[src/rtl/alu_seq.sv]
// Registered accumulator ALU for the AC/DR datapath: single-cycle ops plus a
// multi-cycle shift-add multiply, with a start/done handshake.
module alu_seq #(
   parameter int WIDTH = 16,
   parameter int IPW   = 8
) (
   input  logic             clk,
   input  logic             rst,
   input  logic             start,
   input  logic [3:0]       ctrl,
   input  logic             cin,
   input  logic [WIDTH-1:0] ac,
   input  logic [WIDTH-1:0] dr,
   input  logic [IPW-1:0]   ip,
   output logic [WIDTH-1:0] alu_out,
   output logic             cout,
   output logic             zero,
   output logic             busy,
   output logic             done
);

   localparam int CNTW = $clog2(WIDTH + 1);

   localparam logic S_IDLE = 1'b0;
   localparam logic S_MUL  = 1'b1;

   localparam logic [3:0] OP_ADD   = 4'd0;
   localparam logic [3:0] OP_AND   = 4'd1;
   localparam logic [3:0] OP_NOT   = 4'd2;
   localparam logic [3:0] OP_INC   = 4'd3;
   localparam logic [3:0] OP_DEC   = 4'd4;
   localparam logic [3:0] OP_LDIP  = 4'd5;
   localparam logic [3:0] OP_SUB   = 4'd6;
   localparam logic [3:0] OP_LDCIN = 4'd7;
   localparam logic [3:0] OP_SHL   = 4'd8;
   localparam logic [3:0] OP_SHR   = 4'd9;
   localparam logic [3:0] OP_MUL   = 4'd10;

   logic                 r_state;
   logic [WIDTH-1:0]     r_alu_out;
   logic                 r_cout;
   logic                 r_zero;
   logic                 r_busy;
   logic                 r_done;
   logic [2*WIDTH-1:0]   r_mcand;
   logic [WIDTH-1:0]     r_mplier;
   logic [2*WIDTH-1:0]   r_acc;
   logic [CNTW-1:0]      r_cnt;

   logic [WIDTH-1:0]     w_res;
   logic                 w_cout;
   logic [2*WIDTH-1:0]   w_acc_next;

   // NOTE: every always_comb output gets a default first, so no path infers a latch.
   always_comb begin
      w_res  = r_alu_out;
      w_cout = r_cout;
      unique case (ctrl)
         OP_ADD:   {w_cout, w_res} = {1'b0, ac} + {1'b0, dr};
         OP_AND:   begin w_res = ac & dr; w_cout = 1'b0; end
         OP_NOT:   begin w_res = ~ac;     w_cout = 1'b0; end
         OP_INC:   {w_cout, w_res} = {1'b0, ac} + (WIDTH + 1)'(1);
         OP_DEC:   {w_cout, w_res} = {1'b0, ac} - (WIDTH + 1)'(1);
         OP_LDIP:  begin w_res = WIDTH'(ip);  w_cout = 1'b0; end
         OP_SUB:   {w_cout, w_res} = {1'b0, ac} - {1'b0, dr};
         OP_LDCIN: begin w_res = WIDTH'(cin); w_cout = 1'b0; end
         OP_SHL:   begin w_res = {ac[WIDTH-2:0], cin}; w_cout = ac[WIDTH-1]; end
         OP_SHR:   begin w_res = {cin, ac[WIDTH-1:1]}; w_cout = ac[0]; end
         default:  ; // reserved opcodes (and MUL, handled by the FSM) hold
      endcase
   end

   assign w_acc_next = r_acc + (r_mplier[0] ? r_mcand : '0);

   // NOTE: sequential state uses non-blocking assignments only, so every flop
   // samples values from before the edge regardless of statement order.
   always_ff @(posedge clk or posedge rst) begin
      if (rst) begin
         r_state   <= S_IDLE;
         r_alu_out <= '0;
         r_cout    <= 1'b0;
         r_zero    <= 1'b1;
         r_busy    <= 1'b0;
         r_done    <= 1'b0;
         r_mcand   <= '0;
         r_mplier  <= '0;
         r_acc     <= '0;
         r_cnt     <= '0;
      end else begin
         r_done <= 1'b0;
         case (r_state)
            S_IDLE: begin
               if (start) begin
                  if (ctrl == OP_MUL) begin
                     r_state  <= S_MUL;
                     r_busy   <= 1'b1;
                     r_mcand  <= {{WIDTH{1'b0}}, ac};
                     r_mplier <= dr;
                     r_acc    <= '0;
                     r_cnt    <= CNTW'(WIDTH);
                  end else begin
                     r_alu_out <= w_res;
                     r_cout    <= w_cout;
                     r_zero    <= (w_res == '0);
                     r_done    <= 1'b1;
                  end
               end
            end
            S_MUL: begin
               r_acc    <= w_acc_next;
               r_mcand  <= r_mcand << 1;
               r_mplier <= r_mplier >> 1;
               r_cnt    <= r_cnt - CNTW'(1);
               // Final iteration: the product is complete in w_acc_next.
               if (r_cnt == CNTW'(1)) begin
                  r_alu_out <= w_acc_next[WIDTH-1:0];
                  r_cout    <= |w_acc_next[2*WIDTH-1:WIDTH];
                  r_zero    <= (w_acc_next[WIDTH-1:0] == '0);
                  r_done    <= 1'b1;
                  r_busy    <= 1'b0;
                  r_state   <= S_IDLE;
               end
            end
            default: r_state <= S_IDLE;
         endcase
      end
   end

   assign alu_out = r_alu_out;
   assign cout    = r_cout;
   assign zero    = r_zero;
   assign busy    = r_busy;
   assign done    = r_done;

endmodule

[config.mk]
export PLATFORM = sky130hd
export DESIGN_NAME = alu_seq
export DESIGN_NICKNAME = d
export VERILOG_FILES = /design/src/rtl/alu_seq.sv
export SDC_FILE = /design/constraint.sdc
export NUM_CORES = 1
export LEC_CHECK = 0
export ABC_AREA = 1
export ABC_CLOCK_PERIOD_IN_PS = 3900
export CAP_MARGIN = 20
export CELL_PAD_IN_SITES_DETAIL_PLACEMENT = 1
export CELL_PAD_IN_SITES_GLOBAL_PLACEMENT = 1
export CORE_AREA = 8 8 158 175
export DETAILED_ROUTE_END_ITERATION = 6
export DIE_AREA = 0 0 166 183
export MAX_ROUTING_LAYER = met4
export PLACE_DENSITY_LB_ADDON = 0.3
export RECOVER_POWER = 25
export SLEW_MARGIN = 10
export SYNTH_ARGS = -nofsm -noshare
export SYNTH_HDL_FRONTEND = slang
export SYNTH_SLANG_ARGS = --single-unit
[constraint.sdc]
create_clock -name clk -period 3.9 [get_ports clk]
set_input_delay 0.585 -clock clk [delete_from_list [all_inputs] [get_ports clk]]
set_output_delay 0.585 -clock clk [all_outputs]
set_load 0.02 [all_outputs]
Word level (Yosys, flattened, before mapping)
Index checks and enable logic that the tools add are counted.
- logic and storage cells: 83
- flip-flop bits (word level): 106
- output and inout bits: 20
- bitwise logic cells: 3
- eq/ne operators: 16
- add/subtract/negate cells: 6
- mux-type cells: 39
- reductions and logical operators: 9
- operator list (kind ; count):
    32-bit 2-to-1 mux ; 5
    16-bit case mux with 10 select lines ; 1
    32-bit case mux with 2 select lines ; 2
    16-bit 2-to-1 mux ; 5
    16-bit case mux with 2 select lines ; 2
    32-bit adder ; 1
    16-bit logical NOT ; 2
    16-bit by 1-bit adder with 17-bit output, second input constant ; 1
    16-bit by 16-bit adder with 17-bit output ; 1
    16-bit by 1-bit subtractor with 17-bit output, second input constant ; 1
    16-bit by 16-bit subtractor with 17-bit output ; 1
    16-bit bitwise AND ; 1
    4-bit by 3-bit == test with 1-bit output, second input constant ; 4
    16-bit NOT ; 1
    16-bit OR reduction ; 1
    1-bit 2-to-1 mux ; 15
    4-bit == test, second input constant ; 3
    5-bit 2-to-1 mux ; 2
    1-bit case mux with 2 select lines ; 5
    5-bit case mux with 2 select lines ; 1
    4-bit by 2-bit == test with 1-bit output, second input constant ; 2
    8-bit by 2-bit != test with 1-bit output, second input constant ; 1
    1-bit case mux with 7 select lines ; 1
    2-bit != test, second input constant ; 3
    10 further kinds ; 11

Depth between registers and ports, before layout
Gate-level depths: netlist of run 1.
- depth after elaboration: 6
- gate-level depth with buffers: 22
- mapped depth without buffers: 20

Worst setup path before layout of run 1
No wires, ideal clock.
- kind: reg-to-reg
- start: register r_mplier[0]
- end: register r_cout, in the netlist cout
- path buffers: 2
- arrival: 2.521 ns
- clock period less this slack: 2.637 ns
- cell stages (with the launch flop): 23
- slack: 1.263 ns
- path through: dfrtp_1 -> clkbuf_1 -> clkbuf_1 -> nand2_1 -> inv_1 -> ha_1 -> fa_1 -> nand2_1 -> nand3_1 -> nand3_1 -> nand2_1 -> a21oi_1 -> inv_1 -> nand2_1 -> nand2_1 -> nand2_1 -> nand2_1 -> nor2_1 -> nand2_1 -> nor2_1 -> nand3_1 -> nand2_1 -> nand2_1
- cells in the longest elaborated chain, start to end: 5
- ends and longest elaborated chain (what ; line ; source):
    start: declaration ; 46 ; logic [WIDTH-1:0] r_mplier;
    start signal: assignment ; 98 ; r_mplier <= dr;
    start signal: assignment ; 112 ; r_mplier <= r_mplier >> 1;
    32-bit 2-to-1 mux ; 73 ; assign w_acc_next = r_acc + (r_mplier[0] ? r_mcand : '0);
    32-bit adder ; 73 ;
    16-bit OR reduction ; 117 ; r_cout <= |w_acc_next[2*WIDTH-1:WIDTH];
    1-bit 2-to-1 mux ; 115 ; if (r_cnt == CNTW'(1)) begin
    1-bit case mux with 2 select lines ; 91 ; case (r_state)
    end signal: assignment ; 103 ; r_cout <= w_cout;
    end signal: assignment ; 117 ;
    end: declaration ; 41 ; logic r_cout;
Every way passes these cells. The select of a mux whose other input is x is not followed.
A chain may end at the register's enable or synchronous reset.

Final worst setup path of run 1
- start: input port ac[0]
- end: register r_zero, in the netlist zero
- cells in the longest elaborated chain, start to end: 6
- elaborated cells between the ends (all ways): 11
- ends and longest elaborated chain (what ; line ; source):
    start: declaration ; 12 ; input logic [WIDTH-1:0] ac,
    16-bit by 16-bit subtractor with 17-bit output (tied with other cells) ; 65 ; OP_SUB: {w_cout, w_res} = {1'b0, ac} - {1'b0, dr};
    16-bit case mux with 10 select lines (*) ; 58 ; unique case (ctrl)
    16-bit logical NOT (*) ; 104 ; r_zero <= (w_res == '0);
    1-bit 2-to-1 mux (*) ; 94 ; if (ctrl == OP_MUL) begin
    1-bit 2-to-1 mux (*) ; 93 ; if (start) begin
    1-bit case mux with 2 select lines (*) ; 91 ;
    end signal: assignment ; 104 ;
    end signal: assignment ; 118 ; r_zero <= (w_acc_next[WIDTH-1:0] == '0);
    end: declaration ; 42 ; logic r_zero;
Every way passes the cells marked *; elsewhere a longest branch is shown, timed or not. The select of a mux whose other input is x is not followed.

==> results of run 1 <==
-- placed cells by master (no fill, tap or decap), drive strengths merged --
cell type	instances
a21o	3
a31oi	10
nand4	24
o21ai	69
o221ai	4
nand2	583
nand3	161
o21bai	3
a22oi	3
dlygate4sd3	1
a22o	16
ha	68
xnor2	4
buf	24
xor2	8
nor3	10
dfrtp	105
clkdlybuf4s50	66
clkinv	1
o21a	3
nand3b	7
clkbuf	10
a21boi	1
nor2	200
fa	3
o211ai	31
nor4	3
a21oi	74
a221oi	1
and2	7
o22ai	25
or2	13
inv	244
clkinvlp	2
dfstp	1
-- power by group through the flow --
stage | logic [mW] | clock network, mW | registers [mW]
2_1_floorplan | 1.75 | 0 | 1.82
3_3_place_gp | 2.71 | 0 | 1.81
3_5_place_dp | 2.80 | 0 | 1.83
4_1_cts | 2.83 | 0.947 | 1.81
5_1_grt | 3.14 | 0.989 | 1.86
6_report | 2.83 | 0.924 | 1.82
-- per-layer routing --
metal	track usage, %	part of all wire (%)
met5	-	0
met4	9.57	3.0
met3	2.04	3.3
met2	49.3	50
met1	32.5	44
-- metrics by stage --
| stage | total power [mW] | utilization, % |
|---|---|---|
| final | 5.57 | 47.3 |
| after global routing | 5.99 | 47.3 |
| after CTS | 5.59 | 47.3 |
| after detailed placement | 4.63 | 46.2 |
| after global placement | 4.51 | 46.2 |
| after floorplan | 3.57 | - |
-- registers in the layout, summed over array words and instances, names as in the netlist --
name and flops:
r_mplier 16, busy 1, r_state 1, r_cnt 5, cout 1, zero 1
alu_out 16, done 1, r_acc 32, r_mcand 32
-- logic make-up (layout without fill, tap and decap cells) --
logic type	after synthesis	count (layout)	synth area share, %
buffers and inverters	294	348	10.9
and+or+nand+nor	1008	1008	39.9
DFF	106	106	25.5
adders and majority gates	71	71	8.74
AOI/OAI and AO/OA	243	243	13.9
xor gates and xnor gates	12	12	1.01
-- cell type report --
class	instances	share of cell area, %
inverter	241	7.72
timing repair buffer	91	7.35
sequential	106	22.6
tap	315	3.36
multi-input combinational	1334	56.5
clock inverter	6	0.480
clock buffer	10	1.95
-- final timing paths --
check,startpoint,endpoint,slack (ps)
max,ac[0],zero$_DFFE_PP1P_,670
min,busy$_DFFE_PP0P_,busy$_DFFE_PP0P_,500
max reg2reg,r_mplier[0]$_DFFE_PP0P_,cout$_DFFE_PP0P_,790
min reg2reg,busy$_DFFE_PP0P_,busy$_DFFE_PP0P_,500
max in group asynchronous,rst,r_state$_DFF_PP0_,1270
min in group asynchronous,rst,r_acc[1]$_DFFE_PP0P_,1330
==> results by group, run 1 <==
Synth
  • Count of different cell masters after synthesis: 39
  • Count of state elements after synthesis: 106
  • Post-Synthesis Cell Area: 10,400 sq um
  • Post-synth EDFFs: 0
  • FFs w/ async S/R, synth: 100%
  • Leading area contributor after synthesis: dfrtp_1
  • Number of nets in the synthesized netlist: 1,853
  • Synth Warn #: 0
  • Portion of the post-synthesis area used by sequential elements: 25.5%
  • Most used DFF post-synth: dfrtp_1
  • Mapped Avg Cell Area: 6.01 sq um
  • Number of instances in the synthesized netlist: 1,734
  • Area fraction of the dominant cell type after synthesis: 25.2%
  • Count leader, synth: nand2_1
  • Most area-consuming cells after synthesis: dfrtp_1 (25%), nand2_1 (21%), inv_1 (8.5%)
  • Most numerous cell types in the synthesized netlist: nand2_1 (581), inv_1 (237), nor2_1 (194)

Timing
  • Pin slew with the least headroom to its limit: 2480 ps
  • Final Worst Setup Slack: 666 ps
  • Max-slew violation count: 52
  • RSZ-0062 raised after global routing: no
  • Count of final hold-check violations: 0
  • Post-Route Skew: 12.3 ps
  • Final setup fails: 0
  • Fin Setup TNS: 0 ps
  • Hold_ws: 502 ps
  • Clock period minus worst slack: 3230 ps
  • Relative slew slack: -66.4%
  • Ratio of final minimum period to clock period: 82.9%
  • Max Freq: 0.309 GHz

Global route
  • Vias in the first global route: 12.2k
  • Congestion Overflow GR: 0
  • Largest net degree at the start of global routing: 53
  • First-pass GRT wire length: 65.4 mm
  • Antenna violations before repair: 0
  • Global router's overall resource usage: 27.6%

Power
  • Maximum vdd drop: 0.217 mV
  • Total power density per cell area: 474 nW/um^2
  • Share of power burned in registers: 32.7%
  • Power dissipated by switching net loads: 2.63 mW
  • Cell Int Power: 2.94 mW
  • LEAKAGE: 6.18 nW
  • Sw Share: 47.2%
  • Share of total power in combinational logic: 50.7%
  • Clk network pwr share: 16.6%

Outcome
  • Violations in the final reports: capacitance limit, slew limit
  • Result of the run: finished with violations

Setup path
  • Capturing element type of the critical path: flop
  • Largest stage delay on the critical path: 610 ps
  • Cells traversed along the worst timing path: clkdlybuf4s50_1, inv_2, ha_1, fa_1, inv_1, nand2_1, nand3_1, nand2_1, nand3_1, nand2_1, nand2_1, nand3_1, nand2_1, nand3_1, nor2_1, nand3_1, a21oi_1
  • Setup crit start kind: primary input
  • WP buf/inv: 3
  • Critical Setup Path Class: in2reg
  • CP top delay family: simple AND/OR/NAND/NOR gates
  • Critical path peak fanout: 12
  • Critical path required time: 4200 ps
  • Slowest CP cell: clkdlybuf4s50_1
  • Reg2Reg Depth: 15
  • Crit path depth: 17
  • Data arrival at the endpoint of the critical path: 3530 ps

Worst hold path
  • Worst hold path stage count: 1
  • Hold Path Class: reg2reg

Routing
  • DRC violation count after routing: 0
  • First DRT Iteration DRCs: 727
  • Count of vias placed by the detailed router: 11.7k
  • Antenna-violating nets left: 0
  • Via/cell ratio: 5.57
  • Average wire per standard cell: 19.4 microns
  • Total wire length after detailed routing: 40.8 mm
  • Number of detailed-route iterations in the first pass: 5

Clock network
  • Number of buffers added by the clock tree synthesis step: 9
  • Clock tree from TritonCTS: built
  • CTS resizes: 0
  • Clock tree buffer depth: 2
  • CTS clk-pin slew, worst paths: 80 ps
  • Root buffer cell: clkbuf_16
  • Number of clock sinks: 106
  • Post-CTS Setup Inserts: 0
  • H-Tree Depth: 3
  • Count of hold buffers inserted by post-cts repair: 0
  • Clock latency reported for the late side of the worst-skew pair: 360 ps

Die
  • Full die area: 30,400 sq um
  • Area of the core region: 24,800 sq um
  • Floorplan die height: 183 microns
  • Number of placement rows: 61
  • Starting utilization of the core area: 42.0%
  • I/O pins: 68
  • Die width: 166 microns

Final layout
  • Non-Filler Cell Area, Final: 11,700 sq um
  • Area of the multi-input gates: 6640 sq um
  • Number of nets in the layout: 1,902
  • Layout fillers: 3,438
  • Register area: 2660 sq um
  • Post-route non-filler standard cell count: 2,103
  • Diode count: 0
  • Share of cells above drive strength 1: 3.86%
  • Area growth from synthesis to final layout: 12.7%

Flow run
  • Max-cap viol count: 1

Place
  • Worst slack at placement: 321 ps
  • Input/output buffers: 67
  • Area post-placement: 11,500 sq um
  • Final RePlAce weighted congestion: 0.984
  • Dpl cells: 2,087
  • HPWL after DPL: 33.3 mm
(Power assumes the default switching activity.)
==> inputs of run 2 (changes only) <==
Settings changed: ABC_CLOCK_PERIOD_IN_PS 3900 to 2700, CORE_AREA 8 8 158 175 to 8 8 165 183, DIE_AREA 0 0 166 183 to 0 0 173 191.
Clock period 3.9 ns to 2.7 ns, I/O delays scaled along.
==> run 2 against run 1 <==
Effect of this change:
- non-clock buffer count rose by 302
- clock power is 60% higher
- combinational power increased by 93%
- critical endpoint is now cout$_DFFE_PP0P_
- power up 74%
- clock-buffer cell count down 1
- routed wire length rose by 24%
- sequential share of layout area fell by 4.7 points
- global-route usage increased by 2.9 points
- clock skew down 1.0 ps
- the run ends with setup timing left
- worst hold slack better by 8.1 ps
- worst setup slack lost 940 ps
- register-to-register slack got worse by 1100 ps
==> results by group, run 2 (same netlist as run 1, synthesis figures left out) <==
Timing
  • Max-slew violation count: 0
  • Final setup fails: 3
  • Fin Setup TNS: -519 ps
  • Final Worst Setup Slack: -270 ps
  • Post-Route Skew: 11.3 ps
  • Max Freq: 0.337 GHz
  • Relative slew slack: 23.5%
  • Count of final hold-check violations: 0
  • Pin slew with the least headroom to its limit: 1140 ps
  • RSZ-0062 raised after global routing: yes
  • Ratio of final minimum period to clock period: 110%
  • Clock period minus worst slack: 2970 ps

Setup path
  • Critical path peak fanout: 30
  • Capturing element type of the critical path: flop
  • FF-to-FF setup slack: -270 ps
  • Slowest CP cell: dfrtp_1
  • Origin of the worst setup path: r_mplier[0]$_DFFE_PP0P_
  • Cells traversed along the worst timing path: buf_12, nand2_1, inv_1, ha_2, nand2_1, nor2_2, inv_1, nor3_2, buf_4, nand2_1, nand3_1, nand2_1, nor2_1, nand2_1, nor2_2, nand3_1, nand2_1, nand2_1
  • Critical Setup Path Class: reg2reg
  • Setup crit start kind: flop
  • Most numerous cell on the critical path: nand2_1
  • Reg-to-reg endpoint: cout$_DFFE_PP0P_
  • Capture point of the worst path: cout$_DFFE_PP0P_
  • Startpoint of the worst-slack reg-to-reg timing path: r_mplier[0]$_DFFE_PP0P_
  • Largest stage delay on the critical path: 420 ps
  • Data arrival at the endpoint of the critical path: 3230 ps
  • Reg2Reg Depth: 18
  • Critical path required time: 2960 ps

Die
  • Full die area: 33,000 sq um
  • I/O pins: 68
  • Area of the core region: 27,200 sq um
  • Number of placement rows: 64
  • Die width: 173 microns
  • Starting utilization of the core area: 38.3%
  • Floorplan die height: 191 microns

Global route
  • Congestion Overflow GR: 0
  • Antenna violations before repair: 0
  • Vias in the first global route: 14.4k
  • Largest net degree at the start of global routing: 38
  • Global router's overall resource usage: 30.6%
  • First-pass GRT wire length: 78.0 mm

Routing
  • Total wire length after detailed routing: 50.5 mm
  • DRC violation count after routing: 0
  • Count of vias placed by the detailed router: 13.4k
  • First DRT Iteration DRCs: 893
  • Number of detailed-route iterations in the first pass: 5
  • Via/cell ratio: 5.48
  • Antenna-violating nets left: 0
  • Average wire per standard cell: 20.6 microns

Outcome
  • Violations in the final reports: setup timing
  • Result of the run: finished with violations

Final layout
  • Diode count: 0
  • Largest registers in the final layout: r_acc: 32 flops, r_mcand: 32 flops
  • Post-route non-filler standard cell count: 2,453
  • Most used cells in the layout excluding fill and tap cells: nand2_1 (560), buf_4 (315), inv_1 (234), nor2_1 (165), nand3_1 (155)
  • Non-Filler Cell Area, Final: 14,800 sq um
  • Number of nets in the layout: 2,204
  • Most common cell after layout, fill and taps aside: nand2_1
  • Area growth from synthesis to final layout: 41.9%
  • Share of cells above drive strength 1: 23.5%

Clock network
  • Number of buffers added by the clock tree synthesis step: 9
  • H-Tree Depth: 3
  • Clock latency reported for the late side of the worst-skew pair: 370 ps
  • Count of hold buffers inserted by post-cts repair: 0
  • Root buffer cell: clkbuf_16
  • Clock tree from TritonCTS: built
  • Clock tree buffer depth: 2
  • Number of clock sinks: 106
  • CTS clk-pin slew, worst paths: 80 ps

Place
  • Input/output buffers: 67
  • HPWL after DPL: 38.6 mm
  • Final RePlAce weighted congestion: 1.00
  • Dpl cells: 2,426
  • Area post-placement: 13,800 sq um

Power
  • Maximum vdd drop: 0.424 mV
  • LEAKAGE: 7.68 nW
  • Total power density per cell area: 655 nW/um^2
  • Total power draw: 9.68 mW

Flow run
  • Max-cap viol count: 0

Worst hold path
  • Hold Path Class: reg2reg
run 2: cell types whose count changed in the layout (fill, tap and decap cells not counted), moves of 8 or more:
cell / delta
nor2_1: -28
nand2_2: +20
o21ai_0: -16
ha_1: -22
ha_4: +19
buf_12: +8
nand2_1: -21
buf_4: +292
a21oi_1: -28
a21oi_2: +28
nor2_2: +24
o21ai_1: +12
run 2: worst min-delay path by stage:
stage,from,to,slack [ps],depth (start not counted)
final,busy$_DFFE_PP0P_,busy$_DFFE_PP0P_,510,1
after global routing,r_mplier[12]$_DFFE_PP0P_,r_mplier[12]$_DFFE_PP0P_,520,2
after CTS,rst,alu_out[8]$_DFFE_PP0P_,460,2
after detailed placement,r_acc[7]$_DFFE_PP0P_,r_acc[7]$_DFFE_PP0P_,470,2
after global placement,r_acc[8]$_DFFE_PP0P_,r_acc[8]$_DFFE_PP0P_,470,2
after floorplan,r_mcand[31]$_DFFE_PP0P_,r_mcand[31]$_DFFE_PP0P_,450,2
run 2: stage by stage:
stage	hold slack [ps]	worst slack [ps]	util, %
after global routing	524	-383	54.3
final	510	-270	54.3
after detailed placement	474	-455	50.8
after global placement	470	-367	50.8
after CTS	460	-55.8	53.7
after floorplan	453	62.7	-
run 2: cell type report:
cell class	count	area [sq um]
fill	3716	12400
clock buffer	9	225
tap	363	454
clock inverter	7	83.8
sequential	106	2660
timing repair buffer	393	3230
inverter	241	906
multi-input combinational	1334	7230
run 2: power by group:
part           internal [mW]  switching (mW)
clock                  0.739           0.736
sequential              2.16           0.578
combinational           2.28            3.18
run 2: timing repair:
action | in CTS | in global routing
endpoints found under the hold margin | 0 | 0
pin swaps | 15 | 6
setup buffers | 7 | 4
gates cloned | 0 | 0
setup endpoints to repair | 5 | 16
gates resized for setup | 99 | 43
run 2: layer usage:
metal	track usage (%)	share of wire [%]	vias up
met5	-	0	-
met4	13.8	4.7	0
met3	3.16	4.5	136
met2	54.7	50	386
met1	34.1	41	6627
li1	-	-	6285
run 2: worst max-delay path, delay by kind of cell, from the launching register on:
family	cells	cell delay, ps
AND/OR/NAND/NOR	13	1520
buffers and inverters	4	510
flip-flops	1	420
adder cells (fa/ha/maj)	1	380
